$ cat src/rtl/read_submodule.sv
// Single-transaction read initiator: one AR beat, one R beat, then a one-cycle done pulse.
// Optional watchdog enabled by defining READ_TIMEOUT_EN (limit set by TIMEOUT_CYCLES).
module read_submodule #(
    parameter int ADDR_WDTH      = 32,
    parameter int DATA_WDTH      = 32,
    parameter int RESP_WDTH      = 2,
    parameter int TIMEOUT_CYCLES = 256
) (
    input  logic                 clk,
    input  logic                 rst_n,
    output logic                 ar_valid,
    input  logic                 ar_ready,
    output logic [ADDR_WDTH-1:0] ar_address,
    input  logic                 r_valid,
    output logic                 r_ready,
    input  logic [DATA_WDTH-1:0] r_data,
    input  logic [RESP_WDTH-1:0] r_resp,
    input  logic                 start,
    input  logic [ADDR_WDTH-1:0] addr,
    output logic [DATA_WDTH-1:0] data,
    output logic [RESP_WDTH-1:0] resp,
    output logic                 done,
    output logic                 busy
);

    typedef enum logic [1:0] {IDLE, ADDR, DATA, DONE} state_t;

    state_t state, next_state;
    logic   ar_hs, r_hs, timeout;

    assign ar_hs = ar_valid && ar_ready;
    assign r_hs  = r_valid && r_ready;

`ifdef READ_TIMEOUT_EN
    localparam int CNT_W = $clog2(TIMEOUT_CYCLES + 1);
    logic [CNT_W-1:0] cnt;

    // The limit cycle is the one in which cnt shows TIMEOUT_CYCLES-1; an R handshake there still wins.
    assign timeout = ((state == ADDR) || (state == DATA)) &&
                     (cnt == CNT_W'(TIMEOUT_CYCLES - 1)) && !r_hs;

    always_ff @(posedge clk) begin
        if (!rst_n)
            cnt <= '0;
        else if ((state == IDLE) && start)
            cnt <= '0;
        else if ((state == ADDR) || (state == DATA))
            cnt <= cnt + 1'b1;
    end
`else
    assign timeout = 1'b0;
`endif

    // NOTE: next_state is given a default before the case so no path leaves it unassigned (no latch).
    always_comb begin
        next_state = state;
        case (state)
            IDLE: if (start) next_state = ADDR;
            ADDR: begin
                if (timeout)    next_state = DONE;
                else if (ar_hs) next_state = DATA;
            end
            DATA: if (r_hs || timeout) next_state = DONE;
            DONE: next_state = IDLE;
            default: next_state = IDLE;
        endcase
    end

    // Outputs are registered by decoding next_state, so they line up with the state they describe.
    // NOTE: all state here uses non-blocking assignments so every register samples pre-edge values.
    always_ff @(posedge clk) begin
        if (!rst_n) begin
            state      <= IDLE;
            ar_valid   <= 1'b0;
            r_ready    <= 1'b0;
            done       <= 1'b0;
            busy       <= 1'b0;
            ar_address <= '0;
            data       <= '0;
            resp       <= '0;
        end else begin
            state    <= next_state;
            ar_valid <= (next_state == ADDR);
            r_ready  <= (next_state == DATA);
            done     <= (next_state == DONE);
            busy     <= (next_state == ADDR) || (next_state == DATA);
            if ((state == IDLE) && start)
                ar_address <= addr;
            if (r_hs) begin
                data <= r_data;
                resp <= r_resp;
            end else if (timeout) begin
                data <= '0;
                resp <= '1;
            end
        end
    end

endmodule

$ cat config.mk
export PLATFORM = sky130hd
export DESIGN_NAME = read_submodule
export DESIGN_NICKNAME = d
export VERILOG_FILES = /design/src/rtl/read_submodule.sv
export SDC_FILE = /design/constraint.sdc
export NUM_CORES = 1
export LEC_CHECK = 0
export ABC_CLOCK_PERIOD_IN_PS = 1470
export CAP_MARGIN = 20
export CORE_ASPECT_RATIO = 1.25
export CORE_UTILIZATION = 36
export CTS_CLUSTER_DIAMETER = 100
export DETAILED_ROUTE_END_ITERATION = 16
export GPL_TIMING_DRIVEN = 0
export PLACE_DENSITY = 0.84
export SLEW_MARGIN = 10
export SYNTH_ARGS = -nofsm -noshare
export SYNTH_HDL_FRONTEND = slang
export SYNTH_SLANG_ARGS = --single-unit
$ cat constraint.sdc
create_clock -name clk -period 1.47 [get_ports clk]
set_clock_uncertainty 0.15 [all_clocks]
set_input_delay 0.147 -clock clk [delete_from_list [all_inputs] [get_ports clk]]
set_output_delay 0.147 -clock clk [all_outputs]
set_load 0.05 [all_outputs]
==> metrics.cfg <==
[synth]
yosysSeqAreaShare_pct = 52.3
syn_nets = 351
synth_seq_cells = 72
netlist_area_um2 = 2760
synth.distinct_cells = 17
synth_area_per_cell_um2 = 9.96
synth_top_area_share_pct = 52.3
synthTopCellsByArea = dfxtp_1, mux2i_1, nand2_1
synth.largest_area_cell = dfxtp_1
synthesis.instances = 277
synth-warning-count = 0

[detailed_routing]
firstDrtPassIters = 4
drt_first_iter_violations = 41
via_per_inst = 4.49
drt-wirelength-per-cell_um = 12.8
wirelength_um = 6730
antenna_left = 0
dr_total_vias = 2353
post-route-drc-count = 0

[placed_design]
gp_congestion = 0.712
dp_hpwl_um = 5040
dp.cells = 508
port-buffer-count = 139
post_dp_cell_area_um2 = 4270

[job]
max_cap_viol_count = 0

[clocking]
cts_sinks = 72
cts_buffers = 9
clock_path_buffers = 2
cts.htree.levels = 3
cts_root_buf = clkbuf_8
path_clk_slew_ps = 80
cts_tree = built
clk_latency_ps = 330
ctsHoldBuffers = 0

[power]
power_w = 0.00451
power_density_nw_per_um2 = 981
irDropWorstVdd_mv = 0.685
p_leak_nw = 1.67

[timing]
maxSlewViolCount = 0
finalSetupTns_ps = -17.9
fin_crit_ps = 1490
finalWorstSetupSlack_ps = -17.9
max_freq_mhz = 672
finalHoldViolCount = 0
timing.final.crit_share_pct = 101
rsz0062_at_grt = yes
relSlewSlack_pct = 72.2
setup_viol = 1
worstMarginPinSlew_ps = 417

[worst_hold_path]
min_delay_path_depth = 2
min_path_type = in -> reg

[critical_path]
worstReg2RegStart = state[1]$_SDFF_PN0_
worst-setup-path-type = reg -> reg
critPathArrivalTime_ps = 1570
regToRegSetupSlack_ps = -20
cp-startpoint = state[1]$_SDFF_PN0_
cp_max_fo = 6
endpoint_kind = flip-flop
cp.required_ps = 1550
r2r-end = ar_valid$_SDFF_PN0_
cp-start-kind = flip-flop
cp-endpoint = ar_valid$_SDFF_PN0_
r2r_cells = 6

[cells_and_area]
diodes = 0
syn_to_final_growth_pct = 66.8
fin_util_pct = 62.2
post-route-cell-area_um2 = 4600
final_cell_mix = nand2_1, clkdlybuf4s50_1, dfxtp_1
layout_commonest_cell = nand2_1
drive_gt1_share_pct = 25.7
final_nets = 501
stdcell_count = 524

[die]
die_area_um2 = 8020
die_h_um = 99.9
start_util_pct = 37.3
die_w_um = 80.3
core-area_um2 = 7400
io_pins = 141
core.rowCount = 35

[grt]
antenna_found_initial = 0
groute.usage.overall_pct = 17.5
grt_overflow = 0
first_global_vias = 2326
grt_max_degree = 13
grt_pass1_wl_um = 10800

[outcome]
violations = setup timing
status = finished, violations left

-- report_power, final --
part,switching (W),internal (W)
combinational,0.000453,0.000422
clock,0.000703,0.000870
sequential,0.0000416,0.00202
-- metal layers --
metal / track usage, % / wire, um / up-vias / share of wire [%]
met5: 0 / 0 / - / 0
met4: 5.77 / 75 / 0 / 1.1
met3: 7.18 / 553 / 8 / 8.2
met2: 31.5 / 3630 / 84 / 54
met1: 18.2 / 2470 / 1068 / 37
li1: - / - / 1193 / -
-- stage by stage --
stage                     hold WS [ps]  worst slack (ps)
after floorplan                    132              8.89
after global placement             291              -350
after detailed placement           304              -362
after CTS                          105             -2.84
after global routing               108             -66.7
final                             96.8             -17.9
-- Yosys cell counts --
| master | instances |
|---|---|
| mux2i_1 | 32 |
| a21boi_1 | 2 |
| and2_1 | 5 |
| a211oi_2 | 1 |
| nor3b_2 | 1 |
| inv_1 | 2 |
| buf_6 | 1 |
| a21boi_0 | 32 |
| ha_1 | 3 |
| buf_2 | 4 |
| nor2b_1 | 36 |
| and4b_1 | 1 |
| buf_12 | 3 |
| a31o_2 | 1 |
| dfxtp_1 | 72 |
| nand2_1 | 70 |
| clkbuf_1 | 11 |
-- what timing repair did --
action,4_1_cts,5_1_grt
endpoints found under the setup margin,75,36
resized for setup,213,19
pin swaps,3,2
setup buffers,0,1
-- kinds of logic (layout without fill, tap and decap cells) --
| kind of cell | Yosys count | after routing | synth area share (%) |
|---|---|---|---|
| AND/OR/NAND/NOR | 113 | 113 | 19.6 |
| multiplexers | 32 | 32 | 11.6 |
| buffers and inverters | 21 | 176 | 5.08 |
| adder cells (fa/ha/maj) | 3 | 3 | 1.36 |
| flip-flops | 72 | 72 | 52.3 |
| AO/OA/AOI/OAI | 36 | 36 | 10.0 |
-- worst min path at each step --
| stage | start | end | slack, ps |
|---|---|---|---|
| finish | rst_n | data[31]$_SDFFE_PN0P_ | 100 |
| global route | rst_n | data[31]$_SDFFE_PN0P_ | 110 |
| CTS | rst_n | data[31]$_SDFFE_PN0P_ | 100 |
| detailed placement | data[30]$_SDFFE_PN0P_ | data[30]$_SDFFE_PN0P_ | 300 |
| global placement | data[30]$_SDFFE_PN0P_ | data[30]$_SDFFE_PN0P_ | 290 |
| floorplan | r_data[29] | data[29]$_SDFFE_PN0P_ | 130 |
-- layout make-up --
type,instances,area [um2]
buffer,18,133
clock buffer,11,151
clock inverter,5,55.1
fill,629,2800
inverter,2,7.51
multi-input combinational,184,1210
sequential,72,1460
tap,92,115
timing repair buffer,140,1470
-- sequential cells by signal, indices dropped and copies added, names as in the netlist --
signal and count:
done 1, busy 1, ar_valid 1, state 2, resp 2, ar_address 32, data 32, r_ready 1
-- worst max-delay path: stages, from the launching register on --
cell and delay [ps]:
dfxtp_4 370, nor3b_4 50, buf_12 140, a211oi_4 270
inv_2 80, ha_2 170, and2_1 150
Power figures use the tool's default switching activity.
